[src/rtl/turn_sequencer.sv]
// Turn sequencer: gathers battlefront lane completions, then steps a game turn
// through move, damage, apply and VGA write phases, one frame per turn.
module turn_sequencer #(
   parameter int NUM_LANES   = 4,
   parameter int DMG_TIMEOUT = 200
) (
   input  logic                 clk,
   input  logic                 reset,
   input  logic [NUM_LANES-1:0] lane_en,
   input  logic [NUM_LANES-1:0] lane_done,
   input  logic                 dmg_done,
   input  logic                 frame_tick,
   output logic [NUM_LANES-1:0] lane_ack,
   output logic                 move_en,
   output logic                 dmg_start,
   output logic                 apply_en,
   output logic                 vga_wr_en,
   output logic                 busy,
   output logic                 timeout_err,
   output logic [15:0]          turn_count
);

   typedef enum logic [2:0] {
      WAIT_BF,
      MOVE,
      START_DMG,
      WAIT_DMG,
      APPLY,
      WRITE_VGA
   } state_t;

   localparam logic [15:0] WAIT_LAST = 16'(DMG_TIMEOUT - 1);

   state_t state;
   state_t nextState;

   logic [NUM_LANES-1:0] doneSeen;
   logic [NUM_LANES-1:0] ackMask;
   logic [NUM_LANES-1:0] seenNow;
   logic [15:0]          waitCnt;
   logic [15:0]          turnCount;
   logic                 timeoutErr;
   logic                 allDone;
   logic                 timeoutHit;
   logic                 turnEnd;

   // Pulses arriving on the same cycle as the final check still count
   always_comb begin
      seenNow    = doneSeen | lane_done;
      allDone    = (lane_en != '0) && ((seenNow & lane_en) == lane_en);
      timeoutHit = !dmg_done && (waitCnt == WAIT_LAST);
      turnEnd    = (state == WRITE_VGA) && frame_tick;
   end

   always_ff @(posedge clk or posedge reset) begin
      if (reset) begin
         state <= WAIT_BF;
      end else begin
         state <= nextState;
      end
   end

   always_comb begin
      nextState = state;
      move_en   = 1'b0;
      dmg_start = 1'b0;
      apply_en  = 1'b0;
      vga_wr_en = 1'b0;
      busy      = 1'b1;
      lane_ack  = '0;
      unique case (state)
         WAIT_BF: begin
            busy = 1'b0;
            if (allDone) nextState = MOVE;
         end
         MOVE: begin
            move_en   = 1'b1;
            nextState = START_DMG;
         end
         START_DMG: begin
            dmg_start = 1'b1;
            nextState = WAIT_DMG;
         end
         WAIT_DMG: begin
            if (dmg_done) nextState = APPLY;
            else if (timeoutHit) nextState = WRITE_VGA;
         end
         APPLY: begin
            apply_en  = 1'b1;
            nextState = WRITE_VGA;
         end
         WRITE_VGA: begin
            vga_wr_en = 1'b1;
            lane_ack  = ackMask;
            if (frame_tick) nextState = WAIT_BF;
         end
         default: nextState = WAIT_BF;
      endcase
   end

   always_ff @(posedge clk or posedge reset) begin
      if (reset) begin
         doneSeen   <= '0;
         ackMask    <= '0;
         waitCnt    <= '0;
         turnCount  <= '0;
         timeoutErr <= 1'b0;
      end else begin
         if (state == WAIT_BF) doneSeen <= seenNow;
         if (turnEnd) begin
            doneSeen  <= '0;
            turnCount <= turnCount + 16'd1;
         end
         if ((state == WAIT_BF) && allDone) ackMask <= lane_en;
         // Counter is zero on every entry to WAIT_DMG
         if (state == WAIT_DMG) waitCnt <= waitCnt + 16'd1;
         else waitCnt <= '0;
         if ((state == WAIT_DMG) && timeoutHit) timeoutErr <= 1'b1;
      end
   end

   assign timeout_err = timeoutErr;
   assign turn_count  = turnCount;

endmodule

[config.mk]
export PLATFORM = sky130hd
export DESIGN_NAME = turn_sequencer
export DESIGN_NICKNAME = d
export VERILOG_FILES = /design/src/rtl/turn_sequencer.sv
export SDC_FILE = /design/constraint.sdc
export NUM_CORES = 1
export LEC_CHECK = 0
export CAP_MARGIN = 15
export CORE_ASPECT_RATIO = 1.5
export CORE_MARGIN = 1.5
export CORE_UTILIZATION = 52
export CTS_BUF_LIST = sky130_fd_sc_hd__clkbuf_16
export DETAILED_ROUTE_END_ITERATION = 7
export PLACE_DENSITY_LB_ADDON = 0.08
export SLEW_MARGIN = 20
export SYNTH_ARGS = -nofsm -noshare
export SYNTH_HDL_FRONTEND = slang
export SYNTH_SLANG_ARGS = --single-unit
[constraint.sdc]
create_clock -name clk -period 1.9 [get_ports clk]
set_input_delay 0.19 -clock clk [delete_from_list [all_inputs] [get_ports clk]]
set_output_delay 0.19 -clock clk [all_outputs]
set_load 0.02 [all_outputs]
==> results.json <==
{
  "grt_max_degree": 45,
  "portBuffers": 37,
  "start_util_pct": 55.2,
  "max-clock-path-buffers": 2,
  "fin_crit_ps": 1820,
  "synth_area_leader_cell": "dfrtp_1",
  "die_y_um": 80.3,
  "highest_layer": "met4",
  "firstDrtPassIters": 6,
  "clkLatencyLatePin_ps": 280,
  "fin_crit_sh_pct": 96.0,
  "crit_required_ps": 1710,
  "async_reset_ff_share_pct": 100,
  "power.leakage_nw": 1.23,
  "drive_above_1_share_pct": 10.1,
  "synth_area_um2": 2070,
  "clkTransAtPathRegs_ps": 60,
  "critPathKind": "flop to primary output",
  "slew_viol_final": 0,
  "ys_ff_latch": 44,
  "yosys_warnings": 0,
  "ant_nets": 0,
  "slew_headroom_pct": 64.0,
  "syn_avg_cell_area_um2": 10.7,
  "cts_root_buf": "clkbuf_16",
  "die_w_um": 54.5,
  "drt_iter0_markers": 41,
  "synth_most_common_cell": "dfrtp_1",
  "gp_congestion": 0.795,
  "synth_edf_count": 0,
  "syn2layout_area_growth_pct": 28.1,
  "row_count": 27,
  "startpoint_type": "flop",
  "drc": 0,
  "outcome": "finished, final reports clean",
  "vdd_drop_max_mv": 0.931,
  "synth_commonest_cells": "dfrtp_1, nor2_1, xor2_1",
  "viasPerCell": 5.55,
  "power_density_nw_per_um2": 1090,
  "setup.worst_path.end_class": "primary output",
  "grt_pass1_wl_um": 7090,
  "wl_um": 4270,
  "overflow": 0,
  "die_area_um2": 4380,
  "hold_path.class": "primary input to asynchronous set/reset pin",
  "crit_arrival_ps": 1630,
  "dr_wl_met3_um": 125,
  "synth_flop_cell": "dfrtp_1",
  "post-cts-setup-buffer-count": 0,
  "synthTopCellsByArea": "dfrtp_1, xor2_1, xnor2_1",
  "vias": 1554,
  "cts_sinks": 44,
  "synth_nets": 208,
  "htreeDepth": 2,
  "reg2regPathDepth": 5,
  "yosysSeqAreaShare_pct": 53.2,
  "hold_violations": 0,
  "fin_hold_ws_ps": 360,
  "yosysTopAreaCellShare_pct": 53.2,
  "fmax_mhz": 548,
  "io_pins": 38,
  "tightest_slew_ps": 540,
  "cts_tree": "done",
  "worst-path-max-fanout": 8,
  "wl_met1_um": 1730,
  "wire_per_inst_um": 15.2,
  "maxCapViolCount": 0,
  "setup_viol": 0,
  "coreArea_um2": 3750,
  "syn_inst": 194,
  "fin_tns_setup_ps": 0,
  "grtUsageTotal_pct": 22.3,
  "numCtsBuffers": 5,
  "diodes": 0,
  "dpl.hpwl_um": 3090,
  "ys_types": 35,
  "wl_met2_um": 2340,
  "fin_skew_ps": 5.32,
  "antenna_found_initial": 0,
  "final_nets": 250,
  "rsz0062_at_grt": "no",
  "grt_pass1_vias": 1633
}
[final cells by class]
class,count,area [um^2]
Clock inverter,3,18.8
Clock buffer,5,125
Tap cell,43,53.8
Sequential cell,44,1100
Timing Repair Buffer,43,418
Fill cell,295,1100
Multi-Input combinational cell,136,910
Inverter,6,22.5
[layer usage]
layer  global-route usage [%]  vias to the layer above
met3                     4.28                        6
met4                     8.75                        0
met5                        0                        -
li1                         -                      751
met2                     39.9                       28
met1                     24.6                      769
[critical path: stages (launching register included)]
cell and delay [ps]:
dfrtp_1 380, buf_4 170, nor3_2 190, inv_1 70, clkdlybuf4s50_1 540
[what timing repair did]
item                                    CTS  global route
resized for setup                         7             3
endpoints found under the setup margin    6             3
gates cloned                              0             0
hold buffers                              0             0
[flip-flops by register name, summed over array words and instances (netlist names)]
register     cells
doneSeen         4
state            3
ackMask          4
timeout_err      1
turn_count      16
waitCnt         16
[placed cells by master (no fill, tap or decap), types with 2 or more instances in the layout]
cell / instances
dfrtp_1: 42
clkdlybuf4s50_1: 30
nor2_1: 24
xor2_1: 15
xnor2_1: 14
nand4_1: 11
nand3_1: 9
and3_1: 8
and2_1: 7
nand2_1: 7
inv_1: 6
buf_4: 6
and4_1: 5
mux2_2: 5
clkbuf_16: 5
a21oi_1: 4
dlygate4sd2_1: 4
nor4_1: 3
nor3b_1: 3
nand2b_1: 3
dlymetal6s2s_1: 3
a22oi_1: 2
ha_1: 2
clkinv_2: 2
dfrtp_2: 2
[power by group]
group | total (mW) | internal, mW | switching [mW]
Sequential | 1.23 | 1.10 | 0.136
Combinational | 0.834 | 0.401 | 0.432
Clock | 0.829 | 0.484 | 0.345
[cell families after synthesis]
group,share of synthesized area [%]
flip-flops,53.2
buffers and inverters,2.96
adder cells (fa/ha/maj),1.21
AND/OR/NAND/NOR,24.0
multiplexers,2.72
XOR/XNOR,12.3
AO/OA/AOI/OAI,3.63
[final timing paths]
kind | start | endpoint | slack [ps]
worst max-delay path | state[1] | busy | 80
min in group clk | waitCnt[0] | waitCnt[0] | 470
worst max register to register | state[1] | turn_count[7] | 180
worst min-delay path | reset | turn_count[0] | 360
worst min register to register | waitCnt[0] | waitCnt[0] | 470
max in group asynchronous | reset | state[0] | 1140
[through the flow]
step / power (mW) / cells / util [%] / worst slack, ps / area, um^2
6_report: 2.90 / 280 / 70.7 / 76.6 / 2650
3_3_place_gp: 2.05 / 272 / 66.7 / 168 / 2500
2_1_floorplan: 1.74 / 194 / - / 343 / 2070
5_1_grt: 3.06 / 280 / 70.7 / 27.6 / 2650
3_5_place_dp: 2.09 / 272 / 66.7 / 74.2 / 2500
4_1_cts: 2.93 / 280 / 70.5 / 22.8 / 2640
(Power assumes the default switching activity.)
